### src/rtl/cop_arbiter_if.sv
// Bundle of requester, response and ISE-datapath signals for cop_arbiter.
// Every valid/ready pair transfers on a rising edge where both are high; payload is held while valid waits.
interface cop_arbiter_if #(parameter int XLEN = 64);
  logic            req0_valid, req0_ready;
  logic [31:0]     req0_insn;
  logic [XLEN-1:0] req0_rs1, req0_rs2;
  logic            req1_valid, req1_ready;
  logic [31:0]     req1_insn;
  logic [XLEN-1:0] req1_rs1, req1_rs2;

  logic            rsp0_valid, rsp0_wr, rsp0_ready;
  logic [XLEN-1:0] rsp0_rd;
  logic            rsp1_valid, rsp1_wr, rsp1_ready;
  logic [XLEN-1:0] rsp1_rd;

  logic            ise_valid, ise_rdywr, ise_wr, ise_ready;
  logic [31:0]     ise_insn;
  logic [XLEN-1:0] ise_rs1, ise_rs2, ise_rd;

  modport slave (
    input  req0_valid, req0_insn, req0_rs1, req0_rs2,
    input  req1_valid, req1_insn, req1_rs1, req1_rs2,
    output req0_ready, req1_ready,
    output rsp0_valid, rsp0_wr, rsp0_rd, rsp1_valid, rsp1_wr, rsp1_rd,
    input  rsp0_ready, rsp1_ready,
    output ise_valid, ise_rdywr, ise_insn, ise_rs1, ise_rs2,
    input  ise_wr, ise_rd, ise_ready
  );

  modport master (
    output req0_valid, req0_insn, req0_rs1, req0_rs2,
    output req1_valid, req1_insn, req1_rs1, req1_rs2,
    input  req0_ready, req1_ready,
    input  rsp0_valid, rsp0_wr, rsp0_rd, rsp1_valid, rsp1_wr, rsp1_rd,
    output rsp0_ready, rsp1_ready,
    input  ise_valid, ise_rdywr, ise_insn, ise_rs1, ise_rs2,
    output ise_wr, ise_rd, ise_ready
  );
endinterface

### src/rtl/cop_arbiter.sv
// Two-requester round-robin arbiter/sequencer in front of one Alzette ISE datapath.
// Optional COP_ARB_PERF_EN adds saturating grant and illegal-instruction counters.
module cop_arbiter #(
  parameter int XLEN = 64
) (
  input  logic         cop_clk,
  input  logic         cop_rst,
  cop_arbiter_if.slave bus,
  output logic [1:0]   fsm_state
`ifdef COP_ARB_PERF_EN
  ,
  output logic [31:0]  perf_issue0,
  output logic [31:0]  perf_issue1,
  output logic [31:0]  perf_illegal
`endif
);

  typedef enum logic [1:0] {IDLE = 2'd0, EXEC = 2'd1, RESP = 2'd2} state_t;

  state_t          state;
  logic            last, owner;
  logic [31:0]     op_insn;
  logic [XLEN-1:0] op_rs1, op_rs2;
  logic            res_wr;
  logic [XLEN-1:0] res_rd;

  logic            any_valid, gnt, owner_ready, can_grant, do_grant;
  logic [31:0]     gnt_insn;
  logic [XLEN-1:0] gnt_rs1, gnt_rs2;

  // A new grant is only possible once the previous owner's response is being consumed.
  always_comb begin
    any_valid = bus.req0_valid | bus.req1_valid;
    if (bus.req0_valid && bus.req1_valid) gnt = ~last;
    else                                  gnt = bus.req1_valid;
    owner_ready = owner ? bus.rsp1_ready : bus.rsp0_ready;
    can_grant   = !cop_rst && ((state == IDLE) || ((state == RESP) && owner_ready));
    do_grant    = can_grant && any_valid;
    gnt_insn    = gnt ? bus.req1_insn : bus.req0_insn;
    gnt_rs1     = gnt ? bus.req1_rs1  : bus.req0_rs1;
    gnt_rs2     = gnt ? bus.req1_rs2  : bus.req0_rs2;
  end

  assign bus.req0_ready = do_grant & ~gnt;
  assign bus.req1_ready = do_grant &  gnt;

  assign bus.ise_valid = (state == EXEC);
  assign bus.ise_rdywr = (state == EXEC);
  assign bus.ise_insn  = op_insn;
  assign bus.ise_rs1   = op_rs1;
  assign bus.ise_rs2   = op_rs2;

  assign bus.rsp0_valid = (state == RESP) & ~owner;
  assign bus.rsp1_valid = (state == RESP) &  owner;
  assign bus.rsp0_wr    = bus.rsp0_valid & res_wr;
  assign bus.rsp1_wr    = bus.rsp1_valid & res_wr;
  assign bus.rsp0_rd    = bus.rsp0_valid ? res_rd : '0;
  assign bus.rsp1_rd    = bus.rsp1_valid ? res_rd : '0;

  assign fsm_state = state;

  always_ff @(posedge cop_clk) begin
    if (cop_rst) begin
      state   <= IDLE;
      last    <= 1'b1;
      owner   <= 1'b0;
      op_insn <= '0;
      op_rs1  <= '0;
      op_rs2  <= '0;
      res_wr  <= 1'b0;
      res_rd  <= '0;
    end else if (do_grant) begin
      state   <= EXEC;
      owner   <= gnt;
      last    <= gnt;
      op_insn <= gnt_insn;
      op_rs1  <= gnt_rs1;
      op_rs2  <= gnt_rs2;
    end else begin
      case (state)
        EXEC: if (bus.ise_ready) begin
          state  <= RESP;
          res_wr <= bus.ise_wr;
          res_rd <= bus.ise_wr ? bus.ise_rd : '0;
        end
        RESP: if (owner_ready) state <= IDLE;
        default: ;
      endcase
    end
  end

`ifdef COP_ARB_PERF_EN
  always_ff @(posedge cop_clk) begin
    if (cop_rst) begin
      perf_issue0  <= '0;
      perf_issue1  <= '0;
      perf_illegal <= '0;
    end else begin
      if (bus.req0_ready && (perf_issue0 != 32'hFFFF_FFFF)) perf_issue0 <= perf_issue0 + 32'd1;
      if (bus.req1_ready && (perf_issue1 != 32'hFFFF_FFFF)) perf_issue1 <= perf_issue1 + 32'd1;
      if ((state == EXEC) && bus.ise_ready && !bus.ise_wr && (perf_illegal != 32'hFFFF_FFFF))
        perf_illegal <= perf_illegal + 32'd1;
    end
  end
`endif

endmodule

### src/flat_wrapper.sv
// flat-port wrapper written by rule: the top's interface ports become plain ports
module cop_arbiter_flat 
#(
  parameter int XLEN = 64
)
  (cop_clk, cop_rst, fsm_state, bus_req0_valid, bus_req0_insn, bus_req0_rs1, bus_req0_rs2, bus_req1_valid, bus_req1_insn, bus_req1_rs1, bus_req1_rs2, bus_req0_ready, bus_req1_ready, bus_rsp0_valid, bus_rsp0_wr, bus_rsp0_rd, bus_rsp1_valid, bus_rsp1_wr, bus_rsp1_rd, bus_rsp0_ready, bus_rsp1_ready, bus_ise_valid, bus_ise_rdywr, bus_ise_insn, bus_ise_rs1, bus_ise_rs2, bus_ise_wr, bus_ise_rd, bus_ise_ready);
  cop_arbiter_if #(.XLEN(XLEN)) bus_i ();
  input  logic cop_clk;
  input  logic cop_rst;
  output logic [1:0] fsm_state;
  input wire logic [$bits(bus_i.req0_valid)-1:0] bus_req0_valid;
  input wire logic [$bits(bus_i.req0_insn)-1:0] bus_req0_insn;
  input wire logic [$bits(bus_i.req0_rs1)-1:0] bus_req0_rs1;
  input wire logic [$bits(bus_i.req0_rs2)-1:0] bus_req0_rs2;
  input wire logic [$bits(bus_i.req1_valid)-1:0] bus_req1_valid;
  input wire logic [$bits(bus_i.req1_insn)-1:0] bus_req1_insn;
  input wire logic [$bits(bus_i.req1_rs1)-1:0] bus_req1_rs1;
  input wire logic [$bits(bus_i.req1_rs2)-1:0] bus_req1_rs2;
  output wire logic [$bits(bus_i.req0_ready)-1:0] bus_req0_ready;
  output wire logic [$bits(bus_i.req1_ready)-1:0] bus_req1_ready;
  output wire logic [$bits(bus_i.rsp0_valid)-1:0] bus_rsp0_valid;
  output wire logic [$bits(bus_i.rsp0_wr)-1:0] bus_rsp0_wr;
  output wire logic [$bits(bus_i.rsp0_rd)-1:0] bus_rsp0_rd;
  output wire logic [$bits(bus_i.rsp1_valid)-1:0] bus_rsp1_valid;
  output wire logic [$bits(bus_i.rsp1_wr)-1:0] bus_rsp1_wr;
  output wire logic [$bits(bus_i.rsp1_rd)-1:0] bus_rsp1_rd;
  input wire logic [$bits(bus_i.rsp0_ready)-1:0] bus_rsp0_ready;
  input wire logic [$bits(bus_i.rsp1_ready)-1:0] bus_rsp1_ready;
  output wire logic [$bits(bus_i.ise_valid)-1:0] bus_ise_valid;
  output wire logic [$bits(bus_i.ise_rdywr)-1:0] bus_ise_rdywr;
  output wire logic [$bits(bus_i.ise_insn)-1:0] bus_ise_insn;
  output wire logic [$bits(bus_i.ise_rs1)-1:0] bus_ise_rs1;
  output wire logic [$bits(bus_i.ise_rs2)-1:0] bus_ise_rs2;
  input wire logic [$bits(bus_i.ise_wr)-1:0] bus_ise_wr;
  input wire logic [$bits(bus_i.ise_rd)-1:0] bus_ise_rd;
  input wire logic [$bits(bus_i.ise_ready)-1:0] bus_ise_ready;
  assign bus_i.req0_valid = bus_req0_valid;
  assign bus_i.req0_insn = bus_req0_insn;
  assign bus_i.req0_rs1 = bus_req0_rs1;
  assign bus_i.req0_rs2 = bus_req0_rs2;
  assign bus_i.req1_valid = bus_req1_valid;
  assign bus_i.req1_insn = bus_req1_insn;
  assign bus_i.req1_rs1 = bus_req1_rs1;
  assign bus_i.req1_rs2 = bus_req1_rs2;
  assign bus_req0_ready = bus_i.req0_ready;
  assign bus_req1_ready = bus_i.req1_ready;
  assign bus_rsp0_valid = bus_i.rsp0_valid;
  assign bus_rsp0_wr = bus_i.rsp0_wr;
  assign bus_rsp0_rd = bus_i.rsp0_rd;
  assign bus_rsp1_valid = bus_i.rsp1_valid;
  assign bus_rsp1_wr = bus_i.rsp1_wr;
  assign bus_rsp1_rd = bus_i.rsp1_rd;
  assign bus_i.rsp0_ready = bus_rsp0_ready;
  assign bus_i.rsp1_ready = bus_rsp1_ready;
  assign bus_ise_valid = bus_i.ise_valid;
  assign bus_ise_rdywr = bus_i.ise_rdywr;
  assign bus_ise_insn = bus_i.ise_insn;
  assign bus_ise_rs1 = bus_i.ise_rs1;
  assign bus_ise_rs2 = bus_i.ise_rs2;
  assign bus_i.ise_wr = bus_ise_wr;
  assign bus_i.ise_rd = bus_ise_rd;
  assign bus_i.ise_ready = bus_ise_ready;
  cop_arbiter #(.XLEN(XLEN)) u_core (.cop_clk(cop_clk), .cop_rst(cop_rst), .bus(bus_i), .fsm_state(fsm_state));
endmodule
### config.mk
export PLATFORM = sky130hd
export DESIGN_NAME = cop_arbiter_flat
export DESIGN_NICKNAME = d
export VERILOG_FILES = /design/src/rtl/cop_arbiter_if.sv /design/src/rtl/cop_arbiter.sv /design/src/flat_wrapper.sv
export SDC_FILE = /design/constraint.sdc
export NUM_CORES = 1
export LEC_CHECK = 0
export BUFFER_PORTS_ARGS = -buffer_cell sky130_fd_sc_hd__buf_2
export CAP_MARGIN = 25
export CELL_PAD_IN_SITES_DETAIL_PLACEMENT = 1
export CELL_PAD_IN_SITES_GLOBAL_PLACEMENT = 2
export CORE_AREA = 4 4 268 270
export CTS_CLUSTER_DIAMETER = 60
export DETAILED_ROUTE_END_ITERATION = 6
export DIE_AREA = 0 0 272 274
export PLACE_DENSITY = 0.73
export SETUP_SLACK_MARGIN = 0.4
export SLEW_MARGIN = 30
export SYNTH_ARGS = -nofsm -noshare
export SYNTH_HDL_FRONTEND = slang
export SYNTH_SLANG_ARGS = --single-unit
### constraint.sdc
create_clock -name cop_clk -period 3.15 [get_ports cop_clk]
set_clock_uncertainty 0.15 [all_clocks]
set_input_delay 0.1575 -clock cop_clk [delete_from_list [all_inputs] [get_ports cop_clk]]
set_output_delay 0.1575 -clock cop_clk [all_outputs]
set_load 0.01 [all_outputs]
==> summary.txt, run 1 <==
Global routing
  • First-pass GRT wire length: between 100000 and 150000 um
  • Initial antenna violation count: 10
  • Vias in the first global route: about 20000
  • Total GRT Usage: 19.0%
  • Total grt overflow: 0
  • Largest net degree at the start of global routing: 107

Yosys
  • Synthesis Warnings: 0
  • Yosys reg bits: 229
  • Top-area cell type share of the netlist area: 32.4%
  • Top-count cell post-synth: nand2_1
  • Mapped Avg Cell Area: 7.41 um^2
  • Syn_nets: about 2300
  • Synthesized cell area: 0.0141 mm^2
  • Most used DFF post-synth: dfxtp_1
  • Seq/Total Area, Yosys: 32.4%
  • Top cells by count, synth: nand2_1 (386), nor2b_1 (322), dfxtp_1 (229)
  • Post-synth top area cell: dfxtp_1
  • Synth unique cells: 30
  • Post-Syn Instances: roughly 1900
  • EDFF count, synth: 0
  • Asr flop ratio synth: 0%
  • Most area-consuming cells after synthesis: dfxtp_1 (32%), nor2b_1 (14%), a2111o_1 (13%)

Place
  • Post-Place Setup Slack: 1020 ps
  • Routability congestion estimate: 0.839
  • DP Wirelength: 49400 um
  • Port bufs: 689

Cells and area
  • Synthesis-to-layout area growth: 68.3%
  • Layout net count: between 3000 and 4000
  • Fraction of layout cells with a size suffix above 1: approximately 28%

Setup path
  • Nature of the critical path endpoint: register
  • WP data required: 3430 ps
  • Critical-path maximum fanout: 88
  • Worst EP arrival: 2950 ps
  • CP Class: reg -> reg
  • Startpoint types: register

Power
  • Leakage power: 0.0111 uW
  • Max VDD drop: roughly 0.38 mV
  • Pwr dens: 463 mW/mm^2

STA
  • Slew HR: roughly 39%
  • Max Slew Vio Count: 0
  • Final Hold Fails: 0
  • Final period util: 84.8%
  • RSZ-0062 raised after global routing: true
  • Min Tclk post-route: 2670 ps
  • Finish-stage setup viols: 0
  • Setup ws final: between 400 and 500 ps
  • Worst-margin pin slew: 921 ps
  • Total negative setup slack: 0 ps
  • Max Clk Rate: 374 MHz

Floorplan
  • Die footprint: ~0.075 mm^2
  • Initial Utilization: 20.3%
  • Num ports: between 600 and 700
  • Row cnt: between 90 and 100
  • Die width: 272 um
  • Die Ht: 274 um
  • Core footprint: 0.0695 mm^2

CTS
  • Root buf cell: clkbuf_16
  • Reg clk slew, reported paths: 60 ps
  • CTS Buf Count: 39
  • Clk_lat worst skew: 540 ps
  • CTS tree: yes
  • Clock sink total: 229
  • Clock Path Buffers: 3
  • H-Tree Depth: 2

Detailed routing
  • Routed WL per cell: 19.9 um
  • Starting DRC count in detailed routing: 612
  • Final ANT Viol Nets: 0
  • Vias: 18361
  • DRC Markers: 0
  • Drt first pass iters: 5
  • Routed vias/inst: between 4 and 5
  • Detailed Route WL: between 70000 and 80000 um

Flow run
  • Maxcap violations: 0

Run status
  • Status: finished, final reports clean

Hold path
  • Min-delay worst type: in -> reg
metrics by stage:
stage | power [uW] | util [%] | std cells | hold slack, ps | cell area (um^2)
floorplan | 4810 | - | 1907 | 157 | 14100
CTS | 11100 | 34.1 | 3826 | 0.446 | 23700
global route | 11600 | 34.2 | 3832 | 49.8 | 23800
global placement | 5850 | 26.5 | 3362 | 265 | 18400
detailed placement | 5920 | 26.5 | 3362 | 271 | 18400
finish | 11000 | 34.2 | 3833 | 31.1 | 23800
cell families after synthesis:
kind of cell / after synthesis / synth area share (%)
simple gates: 1073 / 38.7
compound gates: 397 / 22.9
flops: 229 / 32.4
buf+inv: 207 / 5.96
mux: 1 / 0.0708
where the power goes:
group,internal (uW),switching [uW],total (uW)
clock,2870,1680,4550
combinational,1460,1520,2980
sequential,3180,299,3480
total,7510,3500,11000
final cells by class:
type                       instances  area, um^2
clock inverter                    19         264
fill                            8491       45700
antenna                            3        7.51
tap                              940        1180
sequential                       229        4590
timing repair buffer            1118        7890
clock buffer                      51        1090
inverter                           1        3.75
multi-input combinational       1472        8770
state kept, by name, summed over array words and instances, names as in the netlist:
signal	count
u_core.bus.ise_rs2	64
u_core.res_rd	64
u_core.bus.ise_rs1	64
u_core.fsm_state	2
u_core.res_wr	1
u_core.last	1
u_core.owner	1
u_core.bus.ise_insn	32
final timing paths:
check / start / to / slack (ps) / depth (start not counted)
worst min-delay path: bus_ise_wr / u_core.res_rd[60] / 30 / 3
worst min register to register: u_core.res_rd[44] / u_core.res_rd[44] / 310 / 2
worst max register to register: u_core.owner / u_core.bus.ise_rs2[23] / 480 / 6
worst max-delay path: u_core.owner / u_core.bus.ise_rs2[23] / 480 / 6
per-layer routing:
metal,up-vias,GRT usage [%],part of all wire (%)
li1,8643,-,-
met1,8948,21.1,40
met2,600,34.5,49
met4,12,8.01,4.4
met5,-,0,0.099
met3,158,4.68,6.4
cells in the final DEF (no fill, tap or decap), types with 2 or more instances in the layout:
| cell type | n |
|---|---|
| buf_6 | 4 |
| inv_6 | 5 |
| nor2b_1 | 322 |
| buf_2 | 685 |
| dfxtp_4 | 2 |
| dlygate4sd3_1 | 394 |
| buf_16 | 2 |
| o21ai_0 | 2 |
| clkbuf_1 | 6 |
| and2_1 | 131 |
| dfxtp_1 | 227 |
| buf_4 | 20 |
| clkinv_2 | 3 |
| bufinv_16 | 5 |
| a21oi_1 | 66 |
| buf_12 | 11 |
| diode_2 | 3 |
| clkinvlp_4 | 4 |
| clkbuf_8 | 5 |
| nor2_1 | 2 |
| nand2_1 | 386 |
| nand3_1 | 64 |
| a31oi_1 | 160 |
| clkbuf_16 | 42 |
| nand3b_1 | 2 |
| a2111o_1 | 160 |
| nor3_1 | 162 |
timing repair:
item	4_1_cts	5_1_grt
gates resized for setup	0	3
endpoints found under the setup margin	0	79
hold buffers	394	0
endpoints found under the hold margin	228	0
buffers inserted	0	1
worst max-delay path, cell delays in order (launching register included):
cell and delay [ps]:
dfxtp_1 440, mux2i_4 290, buf_12 250, buf_12 370, a2111o_1 230, a31oi_1 40
dlygate4sd3_1 600
Power figures use the tool's default switching activity.
==> run 2, diff against run 1 <==
--- a/config.mk
+++ b/config.mk
@@ -5,14 +5,15 @@
 export SDC_FILE = /design/constraint.sdc
 export NUM_CORES = 1
 export LEC_CHECK = 0
+export ABC_AREA = 1
 export BUFFER_PORTS_ARGS = -buffer_cell sky130_fd_sc_hd__buf_2
 export CAP_MARGIN = 25
 export CELL_PAD_IN_SITES_DETAIL_PLACEMENT = 1
 export CELL_PAD_IN_SITES_GLOBAL_PLACEMENT = 2
-export CORE_AREA = 4 4 268 270
+export CORE_AREA = 4 4 264 266
 export CTS_CLUSTER_DIAMETER = 60
 export DETAILED_ROUTE_END_ITERATION = 6
-export DIE_AREA = 0 0 272 274
+export DIE_AREA = 0 0 268 270
 export PLACE_DENSITY = 0.73
 export SETUP_SLACK_MARGIN = 0.4
 export SLEW_MARGIN = 30
==> constraint.sdc (replaced) <==
create_clock -name cop_clk -period 2.2 [get_ports cop_clk]
set_clock_uncertainty 0.15 [all_clocks]
set_input_delay 0.11 -clock cop_clk [delete_from_list [all_inputs] [get_ports cop_clk]]
set_output_delay 0.11 -clock cop_clk [all_outputs]
set_load 0.01 [all_outputs]
==> summary.txt, run 2 <==
Floorplan
  • Core footprint: 0.0670 mm^2 (-3.6%)
  • Initial Utilization: 16.8% (-3.5 points)
  • Die footprint: 0.0724 mm^2 (-2.9%)
  • Num ports: 690 (unchanged)
  • Die width: 268 um (-1.5%)
  • Die Ht: 270 um (-1.5%)
  • Row cnt: 95 (-2.1%)

STA
  • Worst-margin pin slew: 741 ps (-180 ps)
  • Final period util: about 100%
  • Final Hold Fails: 0 (unchanged)
  • Finish-stage setup viols: 0 (unchanged)
  • Min Tclk post-route: 2190 ps
  • Setup ws final: 5.40 ps (-474 ps)
  • RSZ-0062 raised after global routing: true
  • Max Clk Rate: 456 MHz
  • Slew HR: 50.6% (+12 points)
  • Max Slew Vio Count: 0 (unchanged)
  • Total negative setup slack: 0 ps (unchanged)

Cells and area
  • Most frequent cells in the layout: buf_2 (645), nand2_1 (614), dlygate4sd3_1 (391)
  • Layout net count: 3223 (-0.92%)
  • Filler cells: 8277 (-2.5%)
  • Final instance area: 0.0226 mm^2 (-5.2%)
  • Most common cell after layout, fill and taps aside: buf_2
  • Synthesis-to-layout area growth: 100%
  • Fraction of layout cells with a size suffix above 1: 33.5% (+5.8 points)

CTS
  • H-Tree Depth: 1 (-1)
  • Reg clk slew, reported paths: 60 ps (about the same)
  • Root buf cell: clkbuf_16
  • CTS Buf Count: 31 (-21%)
  • Clk_lat worst skew: 560 ps (+20 ps)
  • Clock sink total: 229 (unchanged)
  • CTS tree: yes
  • Clock Path Buffers: 3 (unchanged)

Place
  • Port bufs: 689 (unchanged)
  • Routability congestion estimate: 0.868 (+3.5%)
  • Post-Place Setup Slack: 218 ps (-798 ps)
  • DP Wirelength: 44800 um (-9.2%)
  • Placed cell area: 0.0157 mm^2 (-15%)

Yosys
  • Mapped Avg Cell Area: 6.36 um^2 (-14%)
  • Top-count cell post-synth: nand2_1
  • Post-Synth XOR/XNOR Area: 0% (unchanged)
  • Asr flop ratio synth: 0% (unchanged)
  • Post-synth top area cell: dfxtp_1
  • Top-area cell type share of the netlist area: 40.7% (+8.2 points)
  • Most used DFF post-synth: dfxtp_1
  • Most area-consuming cells after synthesis: dfxtp_1 (41%), nand2_1 (21%), nand3_1 (14%)
  • Synthesized cell area: 0.0113 mm^2 (-20%)
  • Top cells by count, synth: nand2_1 (620), nand3_1 (322), a21oi_1 (229), dfxtp_1 (229), nor2_1 (136)
  • Simple-Gate Fraction of Synth Area: 39.7% (+1.1 points)
  • Largest family of logic cells by synthesized area: simple AND/OR/NAND/NOR gates
  • Synth unique cells: 13 (-57%)
  • Syn_nets: 2164 (-5.9%)
  • EDFF count, synth: 0 (unchanged)
  • Post-synthesis compound-gate area fraction: 10.2% (-13 points)
  • Seq/Total Area, Yosys: 40.7% (+8.2 points)
  • Synthesis Warnings: 0 (unchanged)
  • Post-synthesis mux area share: 0% (-0.071 points)
  • Post-Synth Adder-Cell Area: 0% (unchanged)
  • Yosys reg bits: 229 (unchanged)
  • Post-Syn Instances: 1772 (-7.1%)

Flow run
  • Maxcap violations: 0 (unchanged)

Global routing
  • Total grt overflow: 0 (unchanged)
  • First-pass GRT wire length: 107000 um (-5.6%)
  • Largest net degree at the start of global routing: 98 (-8.4%)
  • Total GRT Usage: 18.7% (-0.31 points)
  • Vias in the first global route: 18217 (-7.1%)
  • Initial antenna violation count: 9 (-1)

Power
  • Clock power share: 39.2% (-2.1 points)
  • Psw: 4100 uW (+17%)
  • P_int: 9340 uW (+24%)
  • Max VDD drop: 0.524 mV (+38%)
  • Leakage power: 0.0103 uW (-7.0%)
  • Pwr dens: 596 mW/mm^2 (+29%)
  • Switching Share: 30.5% (-1.2 points)
  • Combinational Power Share: 27.1% (about the same)
  • Sequential power share: 33.8% (+2.2 points)

Setup path
  • WP data required: 1940 ps (-1490 ps)
  • Worst EP arrival: 1930 ps (-1020 ps)
  • Critical-path maximum fanout: 8 (-91%)
  • Nature of the critical path endpoint: output pin
  • CP Class: reg -> out
  • Startpoint types: register

Detailed routing
  • Starting DRC count in detailed routing: 644 (+5.2%)
  • Drt first pass iters: 5 (unchanged)
  • Detailed Route WL: 73900 um (-3.3%)
  • DRC Markers: 0 (unchanged)
  • Final ANT Viol Nets: 0 (unchanged)
  • Routed vias/inst: 4.43 (-7.5%)
  • Vias: 16545 (-9.9%)
  • Routed WL per cell: 19.8 um (-0.73%)

Hold path
  • Min-delay worst type: in -> reg

Run status
  • Status: finished, final reports clean
==> run 2: kinds of logic after synthesis <==
| logic type | after synthesis |
|---|---|
| AO/OA/AOI/OAI | 229 |
| buffers and inverters | 232 |
| AND/OR/NAND/NOR | 1082 |
| flip-flops | 229 |
==> run 2: critical path, cell delays in order (launching register included) <==
cell     delay, ps
dfxtp_2        350
nor2_4         150
inv_4           60
nor2_4         180
inv_8          100
buf_12         140
buf_16         130
nor2_1         100
buf_2          150
==> run 2: per-layer routing <==
layer	global-route usage (%)	vias to the layer above	wire, um
li1	-	7833	-
met5	0	-	32
met3	4.82	206	4940
met1	20.4	7869	27900
met2	33.5	633	37000
met4	8.98	4	4020
==> run 2: timing repair <==
action | 4_1_cts | 5_1_grt
setup buffers | 22 | 17
endpoints found under the hold margin | 228 | 0
pin swaps | 7 | 10
hold buffers | 391 | 0
gates resized for setup | 86 | 168
setup endpoints to repair | 265 | 363
gates cloned | 14 | 8
==> run 2: path summary, 6_finish.rpt <==
kind / start / cells past startpoint / slack [ps] / endpoint
max: u_core.fsm_state[0] / 8 / 5 / bus_rsp1_rd[24]
min: bus_req1_rs2[56] / 6 / 2 / u_core.bus.ise_rs2[56]
max reg2reg: u_core.fsm_state[0] / 12 / 210 / u_core.bus.ise_rs1[52]
min reg2reg: u_core.bus.ise_insn[20] / 2 / 300 / u_core.bus.ise_insn[20]
==> run 2: layout make-up <==
cell class	instances	area (um^2)	area share, %
repair buffers	1183	9310	41.3
multi-input cells	1312	6170	27.4
flip-flops and latches	229	4590	20.4
well taps	873	1090	4.84
clock buffers	40	860	3.81
inverters	74	293	1.30
clock inverters	15	206	0.915
diodes	9	22.5	0.0999
==> run 2: power by group through the flow <==
| stage | Sequential, uW | Combinational (uW) | Clock (uW) |
|---|---|---|---|
| floorplan | 4700 | 1200 | 0 |
| global placement | 4610 | 2450 | 0 |
| detailed placement | 4620 | 2480 | 0 |
| CTS | 4540 | 3370 | 5480 |
| global route | 4570 | 3940 | 5630 |
| finish | 4540 | 3640 | 5270 |
==> run 2: metrics by stage <==
step                      util (%)  hold WS [ps]  cells  total power, uW
after global placement        23.4           212   3219             7070
after global routing          33.6          60.2   3733            14100
after CTS                     32.1          3.85   3701            13400
final                         33.6          1.91   3735            13400
after detailed placement      23.4           219   3219             7100
after floorplan                  -           103   1772             5900
==> run 3, diff against run 2 <==
--- a/config.mk
+++ b/config.mk
@@ -10,11 +10,11 @@
 export CAP_MARGIN = 25
 export CELL_PAD_IN_SITES_DETAIL_PLACEMENT = 1
 export CELL_PAD_IN_SITES_GLOBAL_PLACEMENT = 2
-export CORE_AREA = 4 4 264 266
+export CORE_AREA = 2 2 270 272
 export CTS_CLUSTER_DIAMETER = 60
 export DETAILED_ROUTE_END_ITERATION = 6
-export DIE_AREA = 0 0 268 270
-export PLACE_DENSITY = 0.73
+export DIE_AREA = 0 0 272 274
+export PLACE_DENSITY = 0.69
 export SETUP_SLACK_MARGIN = 0.4
 export SLEW_MARGIN = 30
 export SYNTH_ARGS = -nofsm -noshare
==> summary.txt, run 3 (synthesis gave the netlist of run 2 again) <==
Cells and area
  • Final instance area: 0.0229 mm^2 (+1.5%)
  • Area of the multi-input gates: 0.00628 mm^2 (+1.8%)
  • Synthesis-to-layout area growth: 103%
  • Layout net count: 3221 (-0.062%)
  • Most common cell after layout, fill and taps aside: buf_2
  • Filler cells: 8819 (+6.5%)
  • Most frequent cells in the layout: buf_2 (664), nand2_1 (615), dlygate4sd3_1 (390)
  • Reg area: 0.00459 mm^2 (unchanged)
  • Fraction of layout cells with a size suffix above 1: 34.5% (+0.99 points)

Global routing
  • Total GRT Usage: 17.7% (-1.0 points)
  • Total grt overflow: 0 (unchanged)
  • First-pass GRT wire length: 102000 um (-4.0%)
  • Initial antenna violation count: 7 (-2)
  • Largest net degree at the start of global routing: 119 (+21%)
  • Vias in the first global route: 17262 (-5.2%)

Floorplan
  • Die width: 272 um (+1.5%)
  • Die Ht: 274 um (+1.5%)
  • Row cnt: 99 (+4.2%)
  • Initial Utilization: 15.7% (-1.2 points)
  • Num ports: 690 (unchanged)
  • Die footprint: 0.0745 mm^2 (+3.0%)
  • Core footprint: 0.0720 mm^2 (+7.4%)

STA
  • Total negative setup slack: 0 ps (unchanged)
  • Min Tclk post-route: 2070 ps (-126 ps)
  • Max Slew Vio Count: 0 (unchanged)
  • Slew HR: 41.8% (-8.8 points)
  • Worst-margin pin slew: 872 ps (+131 ps)
  • Fin Hold WS: -24.5 ps (-26.4 ps)
  • RSZ-0062 raised after global routing: true
  • Final period util: 94.0% (-5.7 points)
  • Finish-stage setup viols: 0 (unchanged)
  • Final Hold Fails: 2 (+2)
  • Max Clk Rate: 483 MHz (+6.1%)

CTS
  • CTS tree: yes
  • Clock sink total: 229 (unchanged)
  • Clk_lat worst skew: 530 ps (-30 ps)
  • Reg clk slew, reported paths: 50 ps (about the same)
  • Clock Path Buffers: 3 (unchanged)
  • H-Tree Depth: 2 (+1)
  • Root buf cell: clkbuf_16
  • CTS Buf Count: 36 (+16%)

Run status
  • Failing checks: negative hold slack
  • Status: complete, but fails checks

Place
  • DP Wirelength: 42700 um (-4.8%)
  • Port bufs: 689 (unchanged)
  • Routability congestion estimate: 0.851 (-2.0%)
  • Placed cell area: 0.0156 mm^2 (-0.58%)

Detailed routing
  • Vias: 16610 (+0.39%)
  • Final ANT Viol Nets: 0 (unchanged)
  • Routed WL per cell: 19.8 um (about the same)
  • Routed vias/inst: 4.35 (-1.8%)
  • Detailed Route WL: 75700 um (+2.3%)
  • Drt first pass iters: 5 (unchanged)
  • Starting DRC count in detailed routing: 760 (+18%)
  • DRC Markers: 0 (unchanged)

Setup path
  • Startpoint types: register
  • WP data required: 1940 ps (about the same)
  • Critical-path maximum fanout: 26 (+18)
  • Worst EP arrival: 1810 ps (-120 ps)
  • Nature of the critical path endpoint: output pin
  • CP Class: reg -> out

Power
  • Switching Share: 30.7% (+0.18 points)
  • Clock power share: 41.0% (+1.8 points)
  • Psw: 4430 uW (+8.0%)
  • Combinational Power Share: 27.6% (+0.5 points)
  • Sequential power share: 31.4% (-2.4 points)
  • Pwr dens: 631 mW/mm^2 (+5.8%)
  • P_int: 10000 uW (+7.0%)
  • Leakage power: 0.0104 uW (+0.75%)
  • Max VDD drop: 0.473 mV (-9.8%)

Flow run
  • Maxcap violations: 0 (unchanged)

Hold path
  • Min-delay worst type: in -> reg
==> run 3: cell types whose count changed in the layout (fill, tap and decap cells not counted), moves of 15 or more <==
cell       change
a21oi_1       -44
a21oi_2       +44
buf_2         +19
buf_6         -23
clkbuf_16     +15
nand3_1       -23
nand3_2       +23
nor2_1        +34
nor2_2        -16
nor2_4        -18
==> run 3: area by class of cell <==
type,count,area share (%)
flip-flops and latches,229,20.1
repair inverters,2,0.109
repair buffers,1173,40.4
clock inverters,13,0.848
inverters,74,1.30
well taps,959,5.24
clock buffers,51,4.50
diodes,5,0.0547
multi-input cells,1313,27.5
==> run 3: worst max-delay path, cell delays in order (launching register included) <==
cell	delay (ps)
dfxtp_2	330
inv_2	50
nor2_4	130
inv_4	60
nor2_4	130
inv_6	100
buf_12	170
nor2_1	140
buf_2	150
==> run 3: metal layers <==
| layer | vias to the layer above | track usage [%] | routed length (um) |
|---|---|---|---|
| met3 | 194 | 4.62 | 5020 |
| met4 | 4 | 8.68 | 3430 |
| met1 | 7920 | 20.0 | 30500 |
| met5 | - | 0 | 21 |
| met2 | 661 | 30.8 | 36700 |
| li1 | 7831 | - | - |
==> run 3: power groups by stage <==
| stage | combinational [uW] | sequential [uW] | clock, uW |
|---|---|---|---|
| after floorplan | 1200 | 4700 | 0 |
| after global placement | 2390 | 4610 | 0 |
| after global routing | 4270 | 4560 | 6310 |
| final | 3990 | 4530 | 5910 |
| after CTS | 3300 | 4530 | 6130 |
| after detailed placement | 2420 | 4610 | 0 |
==> run 3: timing repair <==
| item | CTS | global route |
|---|---|---|
| endpoints found under the setup margin | 349 | 292 |
| pin swaps | 5 | 117 |
| buffers inserted | 15 | 18 |
| gates cloned | 14 | 26 |
| hold buffers | 390 | 0 |
| resized for setup | 103 | 159 |
| hold endpoints to repair | 228 | 0 |
==> run 3: final timing paths <==
path	start	to	slack [ps]	cells after the start
worst min-delay path	cop_rst	u_core.bus.ise_rs1[63]	-20	3
worst max register to register	u_core.fsm_state[1]	u_core.bus.ise_rs2[15]	260	11
worst max-delay path	u_core.fsm_state[1]	bus_rsp1_rd[24]	130	8
worst min register to register	u_core.bus.ise_rs2[59]	u_core.bus.ise_rs2[59]	310	2
==> run 3: metrics by stage <==
stage,util [%],total power (uW),setup WS [ps],hold slack (ps),cells
floorplan,-,5900,506,103,1772
global placement,21.6,6990,295,211,3287
detailed placement,21.6,7030,269,217,3287
CTS,29.9,14000,129,-24.5,3770
global route,31.8,15100,22.7,27.4,3819
finish,31.8,14400,132,-24.5,3819
